## config.mk

```make
export PLATFORM = sky130hd
export DESIGN_NAME = vr_hw2_mem_access_unit_flat
export DESIGN_NICKNAME = d
export VERILOG_FILES = /design/src/rtl/vr_hw2_mem_access_unit_if.sv /design/src/rtl/vr_hw2_mem_access_unit.sv /design/src/flat_wrapper.sv
export SDC_FILE = /design/constraint.sdc
export NUM_CORES = 1
export LEC_CHECK = 0
export ABC_AREA = 1
export CAP_MARGIN = 20
export CORE_ASPECT_RATIO = 1.2
export CORE_MARGIN = 8
export CORE_UTILIZATION = 55
export DETAILED_ROUTE_END_ITERATION = 7
export PLACE_DENSITY = 0.92
export SYNTH_ARGS = -nofsm -noshare
export SYNTH_HDL_FRONTEND = slang
export SYNTH_SLANG_ARGS = --single-unit
```

## constraint.sdc

```tcl
create_clock -name i_clk -period 4.75 [get_ports i_clk]
set_input_delay 0.95 -clock i_clk [delete_from_list [all_inputs] [get_ports i_clk]]
set_output_delay 0.95 -clock i_clk [all_outputs]
set_load 0.01 [all_outputs]
```

## src/rtl/vr_hw2_mem_access_unit_if.sv

```systemverilog
// Datapath request/response and word-memory signals of the load/store unit.
// The master side is the datapath plus the memory; the slave side is the unit itself.
interface vr_hw2_mem_access_unit_if;
    localparam int unsigned AW = 32;
    localparam int unsigned DW = 32;

    logic          req;
    logic          we;
    logic [1:0]    sz;
    logic          sgn;
    logic [AW-1:0] addr;
    logic [DW-1:0] wdata;
    logic          busy;
    logic          done;
    logic [DW-1:0] rdata;
    logic          fault;
    logic [AW-1:0] mem_addr;
    logic          mem_rw;
    logic [DW-1:0] mem_wd;
    logic [DW-1:0] mem_rd;

    modport master (
        output req, we, sz, sgn, addr, wdata, mem_rd,
        input  busy, done, rdata, fault, mem_addr, mem_rw, mem_wd
    );

    modport slave (
        input  req, we, sz, sgn, addr, wdata, mem_rd,
        output busy, done, rdata, fault, mem_addr, mem_rw, mem_wd
    );
endinterface

```

## src/rtl/vr_hw2_mem_access_unit.sv

```systemverilog
// Load/store unit for a word-only memory: sub-word stores use read-modify-write,
// loads are lane-extracted and extended; every output comes straight from a flop.
module vr_hw2_mem_access_unit #(
    parameter logic [31:0] ADDR_LIMIT = 32'd1024
) (
    input  logic                          i_clk,
    input  logic                          i_rst_n,
    vr_hw2_mem_access_unit_if.slave       io_bus
);
    localparam int unsigned AW = 32;
    localparam int unsigned DW = 32;
    localparam logic [1:0]  SZ_BYTE = 2'b00;
    localparam logic [1:0]  SZ_HALF = 2'b01;
    localparam logic [1:0]  SZ_WORD = 2'b10;
    localparam logic [1:0]  SZ_ILL  = 2'b11;

    typedef enum logic [1:0] {S_IDLE, S_READ, S_WRITE, S_RESP} state_t;

    state_t        r_state,    w_state_nxt;
    logic          r_we,       w_we_nxt;
    logic          r_sgn,      w_sgn_nxt;
    logic [1:0]    r_size,     w_size_nxt;
    logic [AW-1:0] r_addr,     w_addr_nxt;
    logic [15:0]   r_wdata,    w_wdata_nxt;
    logic          r_busy,     w_busy_nxt;
    logic          r_done,     w_done_nxt;
    logic          r_fault,    w_fault_nxt;
    logic [DW-1:0] r_rdata,    w_rdata_nxt;
    logic [AW-1:0] r_mem_addr, w_mem_addr_nxt;
    logic          r_mem_rw,   w_mem_rw_nxt;
    logic [DW-1:0] r_mem_wd,   w_mem_wd_nxt;

    logic          w_req_fault;
    logic [4:0]    w_bsh;
    logic [4:0]    w_hsh;
    logic [7:0]    w_byte;
    logic [15:0]   w_half;
    logic [DW-1:0] w_merged;
    logic [DW-1:0] w_load;

    assign w_req_fault = (io_bus.sz == SZ_ILL)
                       || ((io_bus.sz == SZ_HALF) && io_bus.addr[0])
                       || ((io_bus.sz == SZ_WORD) && (io_bus.addr[1:0] != 2'b00))
                       || (io_bus.addr >= ADDR_LIMIT);

    assign w_bsh  = {r_addr[1:0], 3'b000};
    assign w_hsh  = {r_addr[1], 4'b0000};
    assign w_byte = io_bus.mem_rd[w_bsh +: 8];
    assign w_half = io_bus.mem_rd[w_hsh +: 16];

    // Lane merge for sub-word stores and lane extraction for loads
    always_comb begin
        w_merged = io_bus.mem_rd;
        w_load   = io_bus.mem_rd;
        case (r_size)
            SZ_BYTE: begin
                w_merged[w_bsh +: 8]  = r_wdata[7:0];
                w_load                = {{24{r_sgn & w_byte[7]}}, w_byte};
            end
            SZ_HALF: begin
                w_merged[w_hsh +: 16] = r_wdata;
                w_load                = {{16{r_sgn & w_half[15]}}, w_half};
            end
            default: ;
        endcase
    end

    // Next state and next registered outputs
    always_comb begin
        w_state_nxt    = r_state;
        w_we_nxt       = r_we;
        w_sgn_nxt      = r_sgn;
        w_size_nxt     = r_size;
        w_addr_nxt     = r_addr;
        w_wdata_nxt    = r_wdata;
        w_done_nxt     = 1'b0;
        w_fault_nxt    = r_fault;
        w_rdata_nxt    = r_rdata;
        w_mem_addr_nxt = r_mem_addr;
        w_mem_rw_nxt   = 1'b0;
        w_mem_wd_nxt   = r_mem_wd;

        unique case (r_state)
            S_IDLE: begin
                w_fault_nxt = 1'b0;
                w_rdata_nxt = '0;
                if (io_bus.req) begin
                    w_we_nxt    = io_bus.we;
                    w_sgn_nxt   = io_bus.sgn;
                    w_size_nxt  = io_bus.sz;
                    w_addr_nxt  = io_bus.addr;
                    w_wdata_nxt = io_bus.wdata[15:0];
                    if (w_req_fault) begin
                        w_state_nxt = S_RESP;
                        w_fault_nxt = 1'b1;
                        w_done_nxt  = 1'b1;
                    end else if (io_bus.we && (io_bus.sz == SZ_WORD)) begin
                        w_state_nxt    = S_WRITE;
                        w_mem_addr_nxt = {io_bus.addr[AW-1:2], 2'b00};
                        w_mem_wd_nxt   = io_bus.wdata;
                        w_mem_rw_nxt   = 1'b1;
                    end else begin
                        w_state_nxt    = S_READ;
                        w_mem_addr_nxt = {io_bus.addr[AW-1:2], 2'b00};
                    end
                end
            end
            S_READ: begin
                w_mem_addr_nxt = {r_addr[AW-1:2], 2'b00};
                if (r_we) begin
                    w_state_nxt  = S_WRITE;
                    w_mem_wd_nxt = w_merged;
                    w_mem_rw_nxt = 1'b1;
                end else begin
                    w_state_nxt = S_RESP;
                    w_rdata_nxt = w_load;
                    w_done_nxt  = 1'b1;
                end
            end
            S_WRITE: begin
                w_state_nxt = S_RESP;
                w_rdata_nxt = '0;
                w_done_nxt  = 1'b1;
            end
            S_RESP: begin
                w_state_nxt = S_IDLE;
                w_rdata_nxt = '0;
                w_fault_nxt = 1'b0;
            end
            default: w_state_nxt = S_IDLE;
        endcase

        w_busy_nxt = (w_state_nxt != S_IDLE);
    end

    always_ff @(posedge i_clk or negedge i_rst_n) begin
        if (!i_rst_n) begin
            r_state    <= S_IDLE;
            r_we       <= 1'b0;
            r_sgn      <= 1'b0;
            r_size     <= 2'b00;
            r_addr     <= '0;
            r_wdata    <= '0;
            r_busy     <= 1'b0;
            r_done     <= 1'b0;
            r_fault    <= 1'b0;
            r_rdata    <= '0;
            r_mem_addr <= '0;
            r_mem_rw   <= 1'b0;
            r_mem_wd   <= '0;
        end else begin
            r_state    <= w_state_nxt;
            r_we       <= w_we_nxt;
            r_sgn      <= w_sgn_nxt;
            r_size     <= w_size_nxt;
            r_addr     <= w_addr_nxt;
            r_wdata    <= w_wdata_nxt;
            r_busy     <= w_busy_nxt;
            r_done     <= w_done_nxt;
            r_fault    <= w_fault_nxt;
            r_rdata    <= w_rdata_nxt;
            r_mem_addr <= w_mem_addr_nxt;
            r_mem_rw   <= w_mem_rw_nxt;
            r_mem_wd   <= w_mem_wd_nxt;
        end
    end

    assign io_bus.busy     = r_busy;
    assign io_bus.done     = r_done;
    assign io_bus.fault    = r_fault;
    assign io_bus.rdata    = r_rdata;
    assign io_bus.mem_addr = r_mem_addr;
    assign io_bus.mem_rw   = r_mem_rw;
    assign io_bus.mem_wd   = r_mem_wd;
endmodule

```

## src/flat_wrapper.sv

```systemverilog
// flat-port wrapper written by rule: the top's interface ports become plain ports
module vr_hw2_mem_access_unit_flat 
#(
    parameter logic [31:0] ADDR_LIMIT = 32'd1024
)
  (i_clk, i_rst_n, io_bus_req, io_bus_we, io_bus_sz, io_bus_sgn, io_bus_addr, io_bus_wdata, io_bus_mem_rd, io_bus_busy, io_bus_done, io_bus_rdata, io_bus_fault, io_bus_mem_addr, io_bus_mem_rw, io_bus_mem_wd);
  vr_hw2_mem_access_unit_if io_bus_i ();
  input  logic i_clk;
  input  logic i_rst_n;
  input wire logic [$bits(io_bus_i.req)-1:0] io_bus_req;
  input wire logic [$bits(io_bus_i.we)-1:0] io_bus_we;
  input wire logic [$bits(io_bus_i.sz)-1:0] io_bus_sz;
  input wire logic [$bits(io_bus_i.sgn)-1:0] io_bus_sgn;
  input wire logic [$bits(io_bus_i.addr)-1:0] io_bus_addr;
  input wire logic [$bits(io_bus_i.wdata)-1:0] io_bus_wdata;
  input wire logic [$bits(io_bus_i.mem_rd)-1:0] io_bus_mem_rd;
  output wire logic [$bits(io_bus_i.busy)-1:0] io_bus_busy;
  output wire logic [$bits(io_bus_i.done)-1:0] io_bus_done;
  output wire logic [$bits(io_bus_i.rdata)-1:0] io_bus_rdata;
  output wire logic [$bits(io_bus_i.fault)-1:0] io_bus_fault;
  output wire logic [$bits(io_bus_i.mem_addr)-1:0] io_bus_mem_addr;
  output wire logic [$bits(io_bus_i.mem_rw)-1:0] io_bus_mem_rw;
  output wire logic [$bits(io_bus_i.mem_wd)-1:0] io_bus_mem_wd;
  assign io_bus_i.req = io_bus_req;
  assign io_bus_i.we = io_bus_we;
  assign io_bus_i.sz = io_bus_sz;
  assign io_bus_i.sgn = io_bus_sgn;
  assign io_bus_i.addr = io_bus_addr;
  assign io_bus_i.wdata = io_bus_wdata;
  assign io_bus_i.mem_rd = io_bus_mem_rd;
  assign io_bus_busy = io_bus_i.busy;
  assign io_bus_done = io_bus_i.done;
  assign io_bus_rdata = io_bus_i.rdata;
  assign io_bus_fault = io_bus_i.fault;
  assign io_bus_mem_addr = io_bus_i.mem_addr;
  assign io_bus_mem_rw = io_bus_i.mem_rw;
  assign io_bus_mem_wd = io_bus_i.mem_wd;
  vr_hw2_mem_access_unit #(.ADDR_LIMIT(ADDR_LIMIT)) u_core (.i_clk(i_clk), .i_rst_n(i_rst_n), .io_bus(io_bus_i));
endmodule
```

=== After elaboration in Yosys (flattened, before gate mapping) ===
Cells that the tools add are included.

* Bitwise logic cells: 2
* Equal/unequal tests: 12
* Shift-type cells: 6
* $lt $le $gt $ge: 1
* $add $sub $neg: 2
* Reduce and logical (&&, ||, !) cells: 16
* Multiplexer cells: 29

{| class="wikitable"
|+ Operators with widths
! cell !! number
|-
| $pmux W32 S2 || 5
|-
| $mux W32 || 7
|-
| $bwmux W32 || 2
|-
| $ge A32 B11 Y1 const B || 1
|-
| $shift A16 B7 Y32 const A || 1
|-
| $shift A8 B7 Y32 const A || 1
|-
| $shiftx A16 B7 Y32 || 1
|-
| $shiftx A32 B6 Y16 || 1
|-
| $shiftx A32 B6 Y8 || 1
|-
| $shiftx A8 B7 Y32 || 1
|-
| $neg A5 Y7 || 2
|-
| $eq A2 B2 Y1 const B || 4
|-
| $mux W1 || 8
|-
| $pmux W2 S4 || 1
|-
| $reduce_bool A2 Y1 || 4
|-
| $eq A2 B1 Y1 const B || 3
|-
| $mux W2 || 3
|-
| $ne A2 B2 Y1 const B || 3
|-
| $reduce_and A5 Y1 || 1
|-
| $logic_not A2 Y1 || 2
|-
| $ne A2 B1 Y1 const B || 2
|-
| $pmux W1 S2 || 2
|-
| $logic_and A1 B1 Y1 || 3
|-
| $logic_or A1 B1 Y1 || 3
|-
| 5 further kinds || 6
|}

* Word-level logic and storage cells: 81
* Input port bits: 103
* Output and inout port bits: 100
* Register bits after elaboration: 154

=== Logic depth before layout (Yosys ltp) ===
* Word-level depth: 9
* Depth in mapped cells: 15
* Mapped depth without buffers: 12

=== Worst setup path before layout ===
OpenSTA, ideal clock, no wires.

* Path kind: register to register
* Start: reg u_core.r_addr[1]
* End: reg u_core.r_mem_wd[2], in the netlist u_core.io_bus.mem_wd[2]
* Data required time: 4684 ps
* Period minus slack after synthesis: 2099 ps
* Cell stages (with the launch flop): 15
* Setup time: 66 ps
* Arrival: 2033 ps
* Path slack: 2651 ps
* Path buffers: 3
* Cell sequence: dfrtp_1 -> buf_2 -> inv_4 -> clkbuf_1 -> ha_1 -> buf_4 -> clkinv_1 -> nand2_1 -> o21ai_0 -> nand2_1 -> nand2_1 -> nand2_1 -> nand2_1 -> nand3_1 -> nand2_1

* Cells in the longest elaborated chain, start to end: 6
* Elaborated cells between the ends (all ways): 11
* Those cells by class: add/sub (2); shift (4); mux (5)

{| class="wikitable"
|+ Ends and longest elaborated chain
! element !! line !! RTL
|-
| start: declaration || vr_hw2_mem_access_unit.sv:23 || <nowiki>logic [AW-1:0] r_addr, w_addr_nxt;</nowiki>
|-
| start signal: assignment || vr_hw2_mem_access_unit.sv:156 || <nowiki>r_addr <= w_addr_nxt;</nowiki>
|-
| $neg A5 Y7, on equally long branches || vr_hw2_mem_access_unit.sv:61, vr_hw2_mem_access_unit.sv:57 ||
|-
| $shiftx A16 B7 Y32, or another cell as far along || vr_hw2_mem_access_unit.sv:61 || <nowiki>w_merged[w_hsh +: 16] = r_wdata;</nowiki>
|-
| $bwmux W32, on equally long branches || vr_hw2_mem_access_unit.sv:61, vr_hw2_mem_access_unit.sv:57 ||
|-
| $pmux W32 S2 * || vr_hw2_mem_access_unit.sv:55 || <nowiki>case (r_size)</nowiki>
|-
| $mux W32 * || vr_hw2_mem_access_unit.sv:110 || <nowiki>if (r_we) begin</nowiki>
|-
| $pmux W32 S2 * || vr_hw2_mem_access_unit.sv:83 || <nowiki>unique case (r_state)</nowiki>
|-
| end signal: assignment || vr_hw2_mem_access_unit.sv:164 || <nowiki>r_mem_wd <= w_mem_wd_nxt;</nowiki>
|-
| end: declaration || vr_hw2_mem_access_unit.sv:31 || <nowiki>logic [DW-1:0] r_mem_wd, w_mem_wd_nxt;</nowiki>
|}

Mark *: on every way between the ends. The rest lies on a longest branch, timed or not. The select of a mux whose other input is x is not followed.
A chain may end at the register's enable or synchronous reset.

=== Worst setup path after layout ===
* Start: reg u_core.r_state[1]
* End: reg u_core.r_mem_wd[21], in the netlist u_core.io_bus.mem_wd[21]

* Cells in the longest elaborated chain, start to end: 3
* Elaborated cells between the ends (all ways): 9
* Those cells by class: eq/ne (5); mux (1); reduce/logical (3)

{| class="wikitable"
|+ Ends and longest elaborated chain
! element !! line !! RTL
|-
| start: declaration || vr_hw2_mem_access_unit.sv:19 || <nowiki>state_t r_state, w_state_nxt;</nowiki>
|-
| start signal: assignment || vr_hw2_mem_access_unit.sv:152 || <nowiki>r_state <= w_state_nxt;</nowiki>
|-
| $eq A2 B1 Y1 / $logic_not A2 Y1 (equally long branches) || vr_hw2_mem_access_unit.sv:83 ||
|-
| $ne A2 B1 Y1 (no source line), or another cell as far along || - ||
|-
| $reduce_and A5 Y1 (no source line) || - ||
|}

Parallel ways exist; a longest one is shown, timed or not.

==> impl_metrics.tcl <==
set metrics [dict create \
    tightest_slew_ps 1070 \
    dr.pass1.iters 6 \
    hold_class "reg -> reg" \
    start_util_pct 56.0 \
    worstPathRequired_ps 5120 \
    drive_gt1_share_pct 4.64 \
    whs_path_depth 2 \
    worstRegToRegCells 9 \
    cts_tree "yes" \
    fin_skew_ps 11.3 \
    synth_area_per_cell_um2 6.81 \
    period_needed_ps 3020 \
    min-delay-start "u_core.io_bus.mem_wd[23]" \
    hold_viol 0 \
    num_vias 9862 \
    die_area_mm2 0.0209 \
    cts_resized 0 \
    start_kind "register" \
    finalNetCount 1586 \
    max_freq_mhz 331 \
    cp_max_fo 63 \
    clk_latency_ps 430 \
    synth.cell_area_mm2 0.00908 \
    htree_levels 4 \
    cts.sinks 152 \
    synth_cell_types 29 \
    finalSetupViolations 0 \
    rr_endpoint "u_core.io_bus.mem_wd[21]" \
    gp_congestion 0.988 \
    syn_to_final_growth_pct 28.2 \
    synth_seq_cells 152 \
    synth_top_area_share_pct 41.9 \
    tns_ps 0 \
    clk_path_buf_depth 2 \
    setup.worst_path.start "u_core.r_state[1]" \
    synth_top_area_cell "dfrtp_1" \
    grt_first_pass_wirelength_mm 52.2 \
    criticalPathCategory "reg -> reg" \
    io_buffers 200 \
    clk_pin_slew_ps 70 \
    drt_iter0_drc 1087 \
    rsz0062_at_grt "false" \
    post-route-period-util_pct 63.6 \
    antenna_found_initial 0 \
    coreArea_mm2 0.0162 \
    fp.dieH_um 157 \
    hold_buffers 0 \
    ys_warn_count 0 \
    ir_worst_vdd_v 0.000509 \
    grt_pass1_vias 9710 \
    min_to "u_core.io_bus.mem_wd[23]" \
    ys_seq_area_share_pct 41.9 \
    maxSlewHeadroom_pct 28.2 \
    pin_count 203 \
    slew_violations 0 \
    p_total_mw 7.99 \
    p_per_area_mw_per_mm2 686 \
    ctsRootBufferMaster "clkbuf_16" \
    drt.antenna.violating_nets 0 \
    maxCapViolations 0 \
    wl_per_cell_um 19.2 \
    drc_errors 0 \
    post_cts_buffers 0 \
    r2r_setup_slack_ps 1730 \
    grt_start_max_net_pins 101 \
    status "completed" \
    globalRouteTotalUtil_pct 31.3 \
    synthCells 1333 \
    antenna_cells 0 \
    placementRows 51 \
    synth_area_leaders "dfrtp_1 42%, nand2_1 20%, nand3_1 8.7%" \
    cts_buffers 17 \
    crit_arrival_ps 3400 \
    wl_mm 32.6 \
    dpl.hpwl_mm 23.0 \
    grt_overflow_total 0 \
    rr_startpoint "u_core.r_state[1]" \
    crit_path_end_kind "register" \
    via_per_inst 5.81 \
    chipWidth_um 133 \
    leakage_nw 5.68 \
]
-- sequential cells by signal (all words and copies together), names as in the netlist --
register                count
u_core.r_addr              32
u_core.io_bus.rdata        32
u_core.io_bus.mem_wd       32
u_core.io_bus.fault         1
u_core.r_state              2
u_core.io_bus.mem_addr     30
u_core.io_bus.done          1
u_core.r_we                 1
u_core.r_sgn                1
u_core.r_size               2
u_core.io_bus.mem_rw        1
u_core.io_bus.busy          1
u_core.r_wdata             16
-- synthesized netlist by cell type (all sizes together) --
cell type,n
o311ai,1
inv,104
nand3,159
nand2,487
clkinv,1
conb,1
buf,45
nor2,84
a21oi,96
o211ai,18
ha,10
nand4,8
or2,1
dfrtp,152
o21ai,120
clkbuf,46
-- through the flow --
stage	setup slack (ps)	util [%]	area, um^2	instances	hold slack (ps)
6_report	1730	71.8	11600	1698	476
3_5_place_dp	1510	67.9	11000	1666	463
2_1_floorplan	2650	-	9090	1334	453
5_1_grt	1540	71.8	11600	1698	491
3_3_place_gp	1630	67.9	11000	1666	454
4_1_cts	1800	71.8	11600	1698	477
-- cell usage in the layout, fill, tap and decap left out, types with 2 or more instances in the layout --
master,n
clkdlybuf4s50_1,199
o21ai_1,2
inv_8,2
nand3_1,157
nor2_2,2
conb_1,2
ha_1,9
clkinv_4,4
inv_2,8
a21oi_1,95
bufinv_16,4
nand2_4,2
nand2_1,481
clkbuf_16,17
inv_1,95
nand2_2,4
buf_4,10
nor2_4,3
dfrtp_1,152
nor2_1,79
inv_6,3
nand4_1,8
o21ai_0,118
o211ai_1,18
-- where the power goes --
group          switching [mW]  internal [mW]
Combinational            2.67           1.54
Clock                   0.600          0.894
Sequential              0.420           1.86
-- how the worst max path moves through the flow --
stage	slack, ps	endpoint
final	1730	u_core.io_bus.mem_wd[21]
after global routing	1540	u_core.io_bus.mem_wd[15]
after CTS	1800	u_core.io_bus.mem_wd[21]
after detailed placement	1510	u_core.io_bus.mem_wd[21]
after global placement	1630	u_core.io_bus.mem_wd[19]
after floorplan	2650	u_core.io_bus.mem_wd[2]
-- cells by family after synthesis --
| group | after synthesis | share of synthesized area [%] |
|---|---|---|
| compound gates | 235 | 13.5 |
| fa+ha+maj | 10 | 1.38 |
| buf+inv | 196 | 9.46 |
| flops | 152 | 41.9 |
| other cells | 1 | 0.0413 |
| simple gates | 739 | 33.7 |
-- layout make-up --
type / count / area, um^2
fillers: 1330 / 4560
multi-input cells: 986 / 4440
flip-flops and latches: 152 / 3800
repair buffers: 211 / 2100
clock buffers: 17 / 425
inverters: 105 / 397
well taps: 212 / 265
clock inverters: 15 / 216
-- critical path: stages, from the launching register on --
cell and delay [ps]:
dfrtp_1 420, inv_1 160, ha_4 540, inv_2 390
nor2_4 330, a21oi_2 60, buf_4 240, nand2_2 510
nand2_1 130, nand2_1 90
-- routing by layer --
metal | vias to the layer above | wire, um | global-route usage (%)
met5 | - | 0 | 0
met4 | 0 | 1750 | 17.6
met3 | 130 | 3090 | 7.34
met2 | 654 | 15500 | 51.1
met1 | 4516 | 12200 | 37.4
li1 | 4562 | - | -
(Power assumes the default switching activity.)
